$ cat config.mk
export PLATFORM = sky130hd
export DESIGN_NAME = hazard_ctrl_flat
export DESIGN_NICKNAME = d
export VERILOG_FILES = /design/src/rtl/hazard_pkg.sv /design/src/rtl/hazard_if.sv /design/src/rtl/hazard_ctrl_sat_counter.sv /design/src/rtl/hazard_ctrl.sv /design/src/flat_wrapper.sv
export SDC_FILE = /design/constraint.sdc
export NUM_CORES = 1
export LEC_CHECK = 0
export CORE_MARGIN = 2
export CORE_UTILIZATION = 48
export DETAILED_ROUTE_END_ITERATION = 6
export GPL_TIMING_DRIVEN = 0
export PLACE_DENSITY_LB_ADDON = 0.25
export SYNTH_ARGS = -nofsm -noshare
export SYNTH_HDL_FRONTEND = slang
export SYNTH_SLANG_ARGS = --single-unit
$ cat constraint.sdc
create_clock -name clk -period 2.5 [get_ports clk]
set_input_delay 0.625 -clock clk [delete_from_list [all_inputs] [get_ports clk]]
set_output_delay 0.625 -clock clk [all_outputs]
set_load 0.05 [all_outputs]
$ cat src/rtl/hazard_pkg.sv
// Shared definitions for the pipeline hazard controller: FSM state
// encoding and parameter defaults used by the controller and its interface.
package hazard_pkg;

  typedef enum logic [1:0] {
    RUN    = 2'd0,
    DRAIN  = 2'd1,
    HALTED = 2'd2
  } state_e;

  localparam int DRAIN_CYCLES_DEF = 4;
  localparam int CNT_W_DEF        = 16;

endpackage

$ cat src/rtl/hazard_if.sv
// Bundle of pipeline-side signals exchanged with the hazard controller.
// The pipeline (master) supplies ID/EX register fields and halt requests;
// the controller (slave) returns stage steering and performance counts.
interface hazard_if import hazard_pkg::*; #(
  parameter int CNT_W = CNT_W_DEF
);

  logic [4:0]       Rs_ID;
  logic [4:0]       Rt_ID;
  logic             UseRs_ID;
  logic             UseRt_ID;
  logic [4:0]       Rw_Ex;
  logic             RegWr_Ex;
  logic             MemToReg_Ex;
  logic             BranchTaken_Ex;
  logic             halt_req;
  logic             resume;

  logic             pc_hold;
  logic             ifid_hold;
  logic             ifid_flush;
  logic             idex_bubble;
  logic             PC_Src;
  logic             halted;
  logic [CNT_W-1:0] stall_cnt;
  logic [CNT_W-1:0] flush_cnt;

  modport master (
    output Rs_ID, Rt_ID, UseRs_ID, UseRt_ID, Rw_Ex, RegWr_Ex, MemToReg_Ex,
           BranchTaken_Ex, halt_req, resume,
    input  pc_hold, ifid_hold, ifid_flush, idex_bubble, PC_Src, halted,
           stall_cnt, flush_cnt
  );

  modport slave (
    input  Rs_ID, Rt_ID, UseRs_ID, UseRt_ID, Rw_Ex, RegWr_Ex, MemToReg_Ex,
           BranchTaken_Ex, halt_req, resume,
    output pc_hold, ifid_hold, ifid_flush, idex_bubble, PC_Src, halted,
           stall_cnt, flush_cnt
  );

endinterface

$ cat src/rtl/hazard_ctrl_sat_counter.sv
// Saturating up-counter used for the hazard performance statistics.
// Sticks at all-ones so a long run never reports a misleadingly small count.
module sat_counter #(
  parameter int W = 16
) (
  input  logic         clk,
  input  logic         rst,
  input  logic         inc_i,
  output logic [W-1:0] count_o
);

  logic [W-1:0] count_q;

  // Count up on request unless already at the ceiling; reset clears.
  always_ff @(posedge clk) begin
    if (rst) begin
      count_q <= '0;
    end else if (inc_i && (count_q != {W{1'b1}})) begin
      count_q <= count_q + W'(1);
    end
  end

  assign count_o = count_q;

endmodule

$ cat src/rtl/hazard_ctrl.sv
// Pipeline hazard controller: detects load-use hazards, steers flushes on
// taken branches, and sequences a halt by draining the back end of the
// pipeline before freezing it until a resume pulse arrives.
module hazard_ctrl import hazard_pkg::*; #(
  parameter int DRAIN_CYCLES = DRAIN_CYCLES_DEF,
  parameter int CNT_W        = CNT_W_DEF
) (
  input logic     clk,
  input logic     rst,
  hazard_if.slave hz
);

  localparam int DCW = (DRAIN_CYCLES > 1) ? $clog2(DRAIN_CYCLES) : 1;

  state_e         state_q, state_d;
  logic [DCW-1:0] drainCnt_q, drainCnt_d;

  logic loadUse;
  logic stallInc, flushInc;
  logic pcHold, ifidHold, ifidFlush, idexBubble, pcSrc, haltedOut;

  // A load in EX whose destination a live ID source needs; $0 never conflicts.
  assign loadUse = hz.MemToReg_Ex && hz.RegWr_Ex && (hz.Rw_Ex != 5'd0) &&
                   ((hz.UseRs_ID && (hz.Rs_ID == hz.Rw_Ex)) ||
                    (hz.UseRt_ID && (hz.Rt_ID == hz.Rw_Ex)));

  // Next-state and output decode; reset forces every control output low so
  // nothing from an interrupted stall or drain leaks into the pipeline.
  always_comb begin
    state_d    = state_q;
    drainCnt_d = drainCnt_q;
    pcHold     = 1'b0;
    ifidHold   = 1'b0;
    ifidFlush  = 1'b0;
    idexBubble = 1'b0;
    pcSrc      = 1'b0;
    haltedOut  = 1'b0;
    stallInc   = 1'b0;
    flushInc   = 1'b0;
    if (!rst) begin
      case (state_q)
        RUN: begin
          if (hz.BranchTaken_Ex) begin
            pcSrc      = 1'b1;
            ifidFlush  = 1'b1;
            idexBubble = 1'b1;
            flushInc   = 1'b1;
          end else if (loadUse) begin
            pcHold     = 1'b1;
            ifidHold   = 1'b1;
            idexBubble = 1'b1;
            stallInc   = 1'b1;
          end
          if (hz.halt_req) begin
            state_d    = DRAIN;
            drainCnt_d = DCW'(DRAIN_CYCLES - 1);
          end
        end
        DRAIN: begin
          pcHold    = 1'b1;
          ifidFlush = 1'b1;
          if (hz.BranchTaken_Ex) begin
            pcSrc      = 1'b1;
            pcHold     = 1'b0;
            idexBubble = 1'b1;
            flushInc   = 1'b1;
          end else if (loadUse) begin
            idexBubble = 1'b1;
          end
          if (drainCnt_q == '0) begin
            state_d = HALTED;
          end else begin
            drainCnt_d = drainCnt_q - DCW'(1);
          end
        end
        HALTED: begin
          haltedOut  = 1'b1;
          pcHold     = 1'b1;
          ifidFlush  = 1'b1;
          idexBubble = 1'b1;
          if (hz.resume) begin
            state_d = RUN;
          end
        end
        default: state_d = RUN;
      endcase
    end
  end

  // State and drain-counter registers with synchronous reset.
  always_ff @(posedge clk) begin
    if (rst) begin
      state_q    <= RUN;
      drainCnt_q <= '0;
    end else begin
      state_q    <= state_d;
      drainCnt_q <= drainCnt_d;
    end
  end

  assign hz.pc_hold     = pcHold;
  assign hz.ifid_hold   = ifidHold;
  assign hz.ifid_flush  = ifidFlush;
  assign hz.idex_bubble = idexBubble;
  assign hz.PC_Src      = pcSrc;
  assign hz.halted      = haltedOut;

  sat_counter #(.W(CNT_W)) uStallCnt (
    .clk     (clk),
    .rst     (rst),
    .inc_i   (stallInc),
    .count_o (hz.stall_cnt)
  );

  sat_counter #(.W(CNT_W)) uFlushCnt (
    .clk     (clk),
    .rst     (rst),
    .inc_i   (flushInc),
    .count_o (hz.flush_cnt)
  );

endmodule

$ cat src/flat_wrapper.sv
// flat-port wrapper written by rule: the top's interface ports become plain ports
module hazard_ctrl_flat import hazard_pkg::*;
#(
  parameter int DRAIN_CYCLES = DRAIN_CYCLES_DEF,
  parameter int CNT_W        = CNT_W_DEF
)
  (clk, rst, hz_Rs_ID, hz_Rt_ID, hz_UseRs_ID, hz_UseRt_ID, hz_Rw_Ex, hz_RegWr_Ex, hz_MemToReg_Ex, hz_BranchTaken_Ex, hz_halt_req, hz_resume, hz_pc_hold, hz_ifid_hold, hz_ifid_flush, hz_idex_bubble, hz_PC_Src, hz_halted, hz_stall_cnt, hz_flush_cnt);
  hazard_if #(.CNT_W(CNT_W)) hz_i ();
  input logic clk;
  input logic rst;
  input wire logic [$bits(hz_i.Rs_ID)-1:0] hz_Rs_ID;
  input wire logic [$bits(hz_i.Rt_ID)-1:0] hz_Rt_ID;
  input wire logic [$bits(hz_i.UseRs_ID)-1:0] hz_UseRs_ID;
  input wire logic [$bits(hz_i.UseRt_ID)-1:0] hz_UseRt_ID;
  input wire logic [$bits(hz_i.Rw_Ex)-1:0] hz_Rw_Ex;
  input wire logic [$bits(hz_i.RegWr_Ex)-1:0] hz_RegWr_Ex;
  input wire logic [$bits(hz_i.MemToReg_Ex)-1:0] hz_MemToReg_Ex;
  input wire logic [$bits(hz_i.BranchTaken_Ex)-1:0] hz_BranchTaken_Ex;
  input wire logic [$bits(hz_i.halt_req)-1:0] hz_halt_req;
  input wire logic [$bits(hz_i.resume)-1:0] hz_resume;
  output wire logic [$bits(hz_i.pc_hold)-1:0] hz_pc_hold;
  output wire logic [$bits(hz_i.ifid_hold)-1:0] hz_ifid_hold;
  output wire logic [$bits(hz_i.ifid_flush)-1:0] hz_ifid_flush;
  output wire logic [$bits(hz_i.idex_bubble)-1:0] hz_idex_bubble;
  output wire logic [$bits(hz_i.PC_Src)-1:0] hz_PC_Src;
  output wire logic [$bits(hz_i.halted)-1:0] hz_halted;
  output wire logic [$bits(hz_i.stall_cnt)-1:0] hz_stall_cnt;
  output wire logic [$bits(hz_i.flush_cnt)-1:0] hz_flush_cnt;
  assign hz_i.Rs_ID = hz_Rs_ID;
  assign hz_i.Rt_ID = hz_Rt_ID;
  assign hz_i.UseRs_ID = hz_UseRs_ID;
  assign hz_i.UseRt_ID = hz_UseRt_ID;
  assign hz_i.Rw_Ex = hz_Rw_Ex;
  assign hz_i.RegWr_Ex = hz_RegWr_Ex;
  assign hz_i.MemToReg_Ex = hz_MemToReg_Ex;
  assign hz_i.BranchTaken_Ex = hz_BranchTaken_Ex;
  assign hz_i.halt_req = hz_halt_req;
  assign hz_i.resume = hz_resume;
  assign hz_pc_hold = hz_i.pc_hold;
  assign hz_ifid_hold = hz_i.ifid_hold;
  assign hz_ifid_flush = hz_i.ifid_flush;
  assign hz_idex_bubble = hz_i.idex_bubble;
  assign hz_PC_Src = hz_i.PC_Src;
  assign hz_halted = hz_i.halted;
  assign hz_stall_cnt = hz_i.stall_cnt;
  assign hz_flush_cnt = hz_i.flush_cnt;
  hazard_ctrl #(.DRAIN_CYCLES(DRAIN_CYCLES), .CNT_W(CNT_W)) u_core (.clk(clk), .rst(rst), .hz(hz_i));
endmodule
==> impl_metrics.toml <==
[die]
dieArea_mm2 = 0.00514
dieWidth_um = 71.7
initial_core_util = 0.502
io_pins = 62
die_h_um = 71.7
row_count = 24
coreArea_mm2 = 0.00438

[synth]
yosysSeqAreaShare = 0.328
yosys.area.top_type = "dfxtp_1"
yosysWarnings = 0
synth_simple_gate_area_frac = 0.300
synth.distinct_cells = 45
ys_seq_elements = 36
yosysTopAreaCellShare = 0.328
async_reset_ff_frac = 0
synth_top_family_by_area = "simple AND/OR/NAND/NOR gates"
synth_edf_count = 0
ys.flop_type = "dfxtp_1"
synth_compound_area_frac = 0.154
avgSynthCellArea_um2 = 8.27
yosys-mux-area-fraction = 0.0546
synth_xor_area_frac = 0.0796
syn_area_mm2 = 0.00220
synthAdderAreaFrac = 0.0455
synth.area.top_cells = "dfxtp_1 33%, xor2_1 5.6%, nor2_1 4.8%"
syn_inst = 266
synthesis.nets = 298

[finish]
seq_area_um2 = 721
utilization = 0.753
diodes = 0
drive_gt1_frac = 0.210
finalInstanceArea_mm2 = 0.00330
syn2layout_area_growth_pct = 50.1
fillers = 310
layout.cells.most_common = "clkdlybuf4s50_1"
multiInputGateArea_mm2 = 0.00157
nets = 379
layout_common_cells = "39 x clkdlybuf4s50_1, 36 x dfxtp_1, 27 x nor2_1, 16 x buf_4"

[placement]
finalWeightedCongestion = 0.903
port_buffers = 61
post-dp-hpwl_mm = 4.06
placed_area_mm2 = 0.00293

[global_route]
grt.overflow.total = 0
grt_pass1_vias = 2012
grt_first_pass_wirelength_mm = 9.88
grt_usage = 0.238
antenna_found_initial = 0
grt_max_degree = 12

[clock_network]
cts_hold_repair.buffers = 0
clk_latency_ps = 290
numCtsBuffers = 5
h-tree-depth = 2
root_buffer = "clkbuf_8"
path_clk_slew_ps = 70
cts.path.max_buffers = 2
cts_tree = "yes"
clock-sinks = 36

[routing]
avgRoutedWirePerCell_um = 16.6
viasPerCell = 6.00
dr.pass1.iters = 5
drc = 0
ant_nets = 0
num_vias = 2398
wl_mm = 6.65
drt_iter0_drc = 307

[status]
status = "complete, but fails checks"
violations = "negative setup slack"

[run]
max_cap_violations = 0

[min_path]
worstHoldPathType = "reg -> reg"

[pwr]
power_density_mw_per_mm2 = 610
power_leakage_nw = 1.19
irDropWorstVdd_v = 0.000732
totalPowerFinal_mw = 2.01

[timing]
finalHoldViolations = 0
post-route-period-util = 1.09
max_freq_ghz = 0.367
fin_crit_ps = 2730
skew_ps = 9.86
maxSlewViolCount = 0
worst_slew_pin_slew_ps = 732
slew_headroom = 0.512
worst_slack_ps = -227
rsz0062_at_grt = "true"
setup_viol = 3

[critical_path]
crit_chain = "buf_6 -> xor2_2 -> nor4_4 -> a32oi_4 -> nand2b_4 -> a221oi_4 -> buf_6"
cp_top_family = "simple AND/OR/NAND/NOR gates"
cpMaxStageDelayCell = "nor4_4"
cp_max_fo = 5
setup.worst_path.class = "in -> out"
cp_common_cell = "buf_6"
start_kind = "input pin"
crit_buf_inv = 2
critPathRequiredTime_ps = 1880
critical-path-max-stage-delay_ps = 340
end_kind = "primary output"
arrival_ps = 2100
-- worst register-to-register path: stages (launching register included) --
cell and delay [ps]:
dfxtp_1 410, inv_1 160, ha_2 270, nor2b_4 250
buf_4 170, nand3_1 130, nor4b_1 320, mux2_2 370
-- cells in the mapped netlist, types with 2 or more instances --
cell / number
inv_1: 12
clkbuf_1: 5
mux2_2: 6
nor2_1: 28
or3_1: 5
nand2b_1: 5
o21ai_0: 3
nor3_1: 12
nand3_1: 10
or4_1: 7
and3_1: 3
nor2b_1: 12
nor4_1: 8
nand4_1: 10
or2_2: 2
o21ai_2: 2
a21oi_1: 14
mux2i_1: 3
a31oi_1: 2
o311a_1: 2
ha_1: 8
xnor2_1: 6
mux2_1: 2
xor2_1: 14
o211ai_1: 7
nand2_1: 15
o31ai_1: 9
dfxtp_1: 36
nor4_2: 2
-- layout make-up --
| cell class | count | area share |
|---|---|---|
| sequential | 36 | 0.218 |
| tap | 52 | 0.0197 |
| clock buffer | 7 | 0.0292 |
| buffer | 7 | 0.0239 |
| inverter | 12 | 0.0136 |
| timing repair buffer | 75 | 0.209 |
| multi-input combinational | 210 | 0.477 |
| clock inverter | 1 | 0.00910 |
-- power breakdown --
part	switching [mW]	internal, mW
combinational	0.459	0.319
clock	0.215	0.352
sequential	0.0558	0.614
-- sequential cells by signal (all words and copies together) (netlist names) --
name,cells
u_core.drainCnt_q,2
u_core.state_q,2
u_core.uFlushCnt.count_o,16
u_core.uStallCnt.count_o,16
-- path summary, 6_finish.rpt --
kind	from	endpoint	cells past startpoint	slack (ps)
max	hz_Rs_ID[1]	hz_idex_bubble	7	-230
min	u_core.uStallCnt.count_o[5]	u_core.uStallCnt.count_o[5]	2	530
max reg2reg	u_core.state_q[1]	u_core.uStallCnt.count_o[4]	7	300
min reg2reg	u_core.uStallCnt.count_o[5]	u_core.uStallCnt.count_o[5]	2	530
-- timing repair --
item | CTS | global route
endpoints found under the hold margin | 0 | 0
resized for setup | 115 | 9
setup buffers | 6 | 8
setup endpoints to repair | 22 | 5
pin swaps | 11 | 5
-- cells by family (layout without fill, tap and decap cells) --
group,count (synthesis),count (layout)
adders and majority gates,8,8
buffers and inverters,20,102
xor gates and xnor gates,20,20
DFF,36,36
muxes,11,11
and+or+nand+nor,123,123
AOI/OAI and AO/OA,48,48
-- stage by stage --
step | worst slack, ps | setup TNS [ps] | hold slack (ps) | instances
2_1_floorplan | -252 | -588 | 511 | 266
3_3_place_gp | -1560 | -16590 | 493 | 379
3_5_place_dp | -1550 | -16570 | 505 | 379
4_1_cts | -273 | -712 | 518 | 393
5_1_grt | -255 | -635 | 569 | 400
6_report | -227 | -488 | 529 | 400
-- routing by layer --
metal / part of all wire / GRT usage / vias up / routed length, um
li1: - / - / 1148 / -
met1: 0.43 / 0.339 / 1092 / 2860
met2: 0.47 / 0.364 / 141 / 3120
met3: 0.088 / 0.0605 / 17 / 588
met4: 0.012 / 0.0566 / 0 / 83
met5: 0 / 0 / - / 0
Power figures use the tool's default switching activity.
==> edit (same flow settings) <==
The 3 states of `state_e` get a one-hot encoding in 3 bits.
--- a/src/rtl/hazard_pkg.sv
+++ b/src/rtl/hazard_pkg.sv
@@ -4,6 +4,6 @@
 
-  typedef enum logic [1:0] {
-    RUN    = 2'd0,
-    DRAIN  = 2'd1,
-    HALTED = 2'd2
+  typedef enum logic [2:0] {
+    RUN    = 3'b001,
+    DRAIN  = 3'b010,
+    HALTED = 3'b100
   } state_e;
Behaviour: same outputs for any inputs over 10 cycles, from zero or initial values and one cycle with rst high; not proved beyond that.
==> edit against the unedited design <==
- the flow still finishes with violations (setup timing)
- count of clock-buffer cells in the layout stayed put
- routed wire length is 23% lower
- sequential cell count is 1 higher
- worst setup slack better by 0.10 ns
- final area is 9.2% lower
- register-to-register slack better by 0.02 ns
- first-iteration DRC count is 28% lower
- area after synthesis is 6.7% lower
- critical path depth is 1 higher
- via count is 15% lower
- sequential share of layout area is 2.9 points higher
- critical path type unchanged
- critical endpoint unchanged
Power is not compared: it rests on default switching activity, and its combinational part moved more than twofold at a synthesized area within 25%.
==> edit: results (changes against the unedited design) <==
Status - finished with violations (unchanged)
Failing checks - setup timing (unchanged)
Count of cell types in the netlist - 46 (was 45)
Worst R2R Setup Slack - 0.32 ns (was 0.30 ns)
First-pass detailed-route iteration total - 4 (was 5)
Main synth FF type - dfxtp_1 (unchanged)
Number of global-route vias before repair - 1,911 (was 2,012)
Synth top cells by count - nor2_1 (38), dfxtp_1 (37), xnor2_1 (20) (was dfxtp_1 (36), nor2_1 (28), nand2_1 (15))
Share of cells above drive strength 1 - 18.7% (was 21.0%)
Hold Path Class - flip-flop to flip-flop (unchanged)
Layout Nets - 353 (was 379)
Placer Congestion - 0.842 (was 0.903)
Post-DP HPWL - 3.59 mm (was 4.06 mm)
Drt first-iter violations - 221 (was 307)
Slew margin rel. - 63.8% (was 51.2%)
Final setup margin - -0.127 ns (was -0.227 ns)
Antenna cells - 0 (unchanged)
Fin Setup TNS - -0.327 ns (was -0.488 ns)
Largest net degree at the start of global routing - 11 (was 12)
Maximum VDD drop - 0.000243 V
Static leakage - 0.00111 µW
Final setup violating endpoints - 3 (unchanged)
Clk_skew - 0.00582 ns (was 0.00986 ns)
Clock Latency Late Sink - 0.29 ns (about the same)
FF-to-FF End - u_core.uStallCnt.count_o[11] (was u_core.uStallCnt.count_o[4])
Slowest stage cell, crit path - or4_4 (was nor4_4)
Initial antenna violation count - 0 (unchanged)
Global-route wire length before repair - 8.88 mm (was 9.88 mm)
Syn. warnings - 0 (unchanged)
Tot GR Track Use - 22.3% (was 23.8%)
Root Buffer - clkbuf_8 (unchanged)
Worst Path Arrival - 2.00 ns (was 2.10 ns)
FF-to-FF Start - u_core.state_q[0] (was u_core.state_q[1])
Endpoint, Worst Hold - u_core.uStallCnt.count_o[10] (was u_core.uStallCnt.count_o[5])
Via/cell ratio - 5.44 (was 6.00)
H-tree depth - 2 (unchanged)
Worst R2R Path Depth - 8 (was 7)
Clk slew on worst S/H paths - 0.07 ns (about the same)
Post-synthesis sequential area ratio - 36.1% (was 32.8%)
Worst Path Max Fanout - 2 (was 5)
CTS Buffer Depth - 2 (unchanged)
Asr flop ratio synth - 0% (unchanged)
Final wirelength - 5.12 mm (was 6.65 mm)
Syn Nets - 275 (was 298)
Synth area leaders - dfxtp_1 (36%), xnor2_1 (8.5%), nor2_1 (7.0%), nand2_1 (3.3%), nand4_1 (3.0%) (was dfxtp_1 (33%), xor2_1 (5.6%), nor2_1 (4.8%), ha_1 (4.6%), nor2b_1 (3.4%))
Hold Startpoint - u_core.uStallCnt.count_o[10] (was u_core.uStallCnt.count_o[5])
Number of CTS-inserted buffers - 5 (unchanged)
CP peak stage delay - 0.51 ns (was 0.34 ns)
Worst Hold Depth - 2 (unchanged)
I/O Buffers - 61 (unchanged)
[edit: cell count changes after synthesis, sizes merged, moves of 5 or more]
cell / change
nor2b: -7
ha: -5
xnor2: +14
nor2: +10
o31ai: -7
nor4: -7
xor2: -8
o211ai: -6
[edit: area by class of cell]
class	instances	area [µm²]
flip-flops and latches	37	741
multi-input cells	195	1340
well taps	50	62.6
plain buffers	6	70.1
repair buffers	71	666
fillers	310	1060
clock buffers	7	86.3
inverters	10	37.5
[edit: worst max-delay path: cells and delay by family]
kind	cells	cell delay (ns)
buffers and inverters	3	0.41
AOI/OAI and AO/OA	3	0.42
and+or+nand+nor	2	0.55
[edit: what timing repair did]
action,CTS,global route
pin swaps,19,11
gates resized for setup,94,14
hold buffers,0,0
setup buffers,9,1
setup endpoints to repair,28,10
[edit: power breakdown]
group	internal [µW]	switching (µW)	leakage, µW
clock network	219	202	0.0000443
logic	92.3	101	0.000765
registers	598	8.14	0.000299
[edit: stage by stage]
stage	worst slack, ns	utilization (%)	hold slack, ns	area, µm²	instances
detailed placement	-1.46	67.9	0.470	2760	359
finish	-0.127	73.9	0.504	3000	376
global route	-0.199	73.9	0.522	3000	376
CTS	-0.165	73.3	0.506	2980	375
floorplan	-0.125	-	0.446	2080	248
global placement	-1.43	67.9	0.456	2760	359
[edit: cells by family after synthesis]
logic type	share of synthesized area, %
mux	3.17
fa+ha+maj	1.83
buf+inv	3.11
flops	36.1
compound gates	11.8
xor+xnor	11.1
simple gates	32.9
[edit: metal layers]
metal	global-route usage (%)	vias up	wire, µm
met2	34.2	68	2320
met4	7.63	0	93
met5	0	-	0
met3	6.69	10	371
li1	-	1027	-
met1	29.7	940	2340
[edit: worst max-delay path by stage]
stage           startpoint             end  slack, ns  cells after the start
2_1_floorplan  hz_Rw_Ex[0]  hz_idex_bubble      -0.12                      6
3_3_place_gp   hz_Rw_Ex[1]      hz_pc_hold      -1.43                      7
3_5_place_dp   hz_Rw_Ex[1]      hz_pc_hold      -1.46                      7
4_1_cts        hz_Rw_Ex[3]  hz_idex_bubble      -0.17                      8
5_1_grt        hz_Rw_Ex[3]  hz_idex_bubble      -0.20                      8
6_report       hz_Rw_Ex[3]  hz_idex_bubble      -0.13                      8
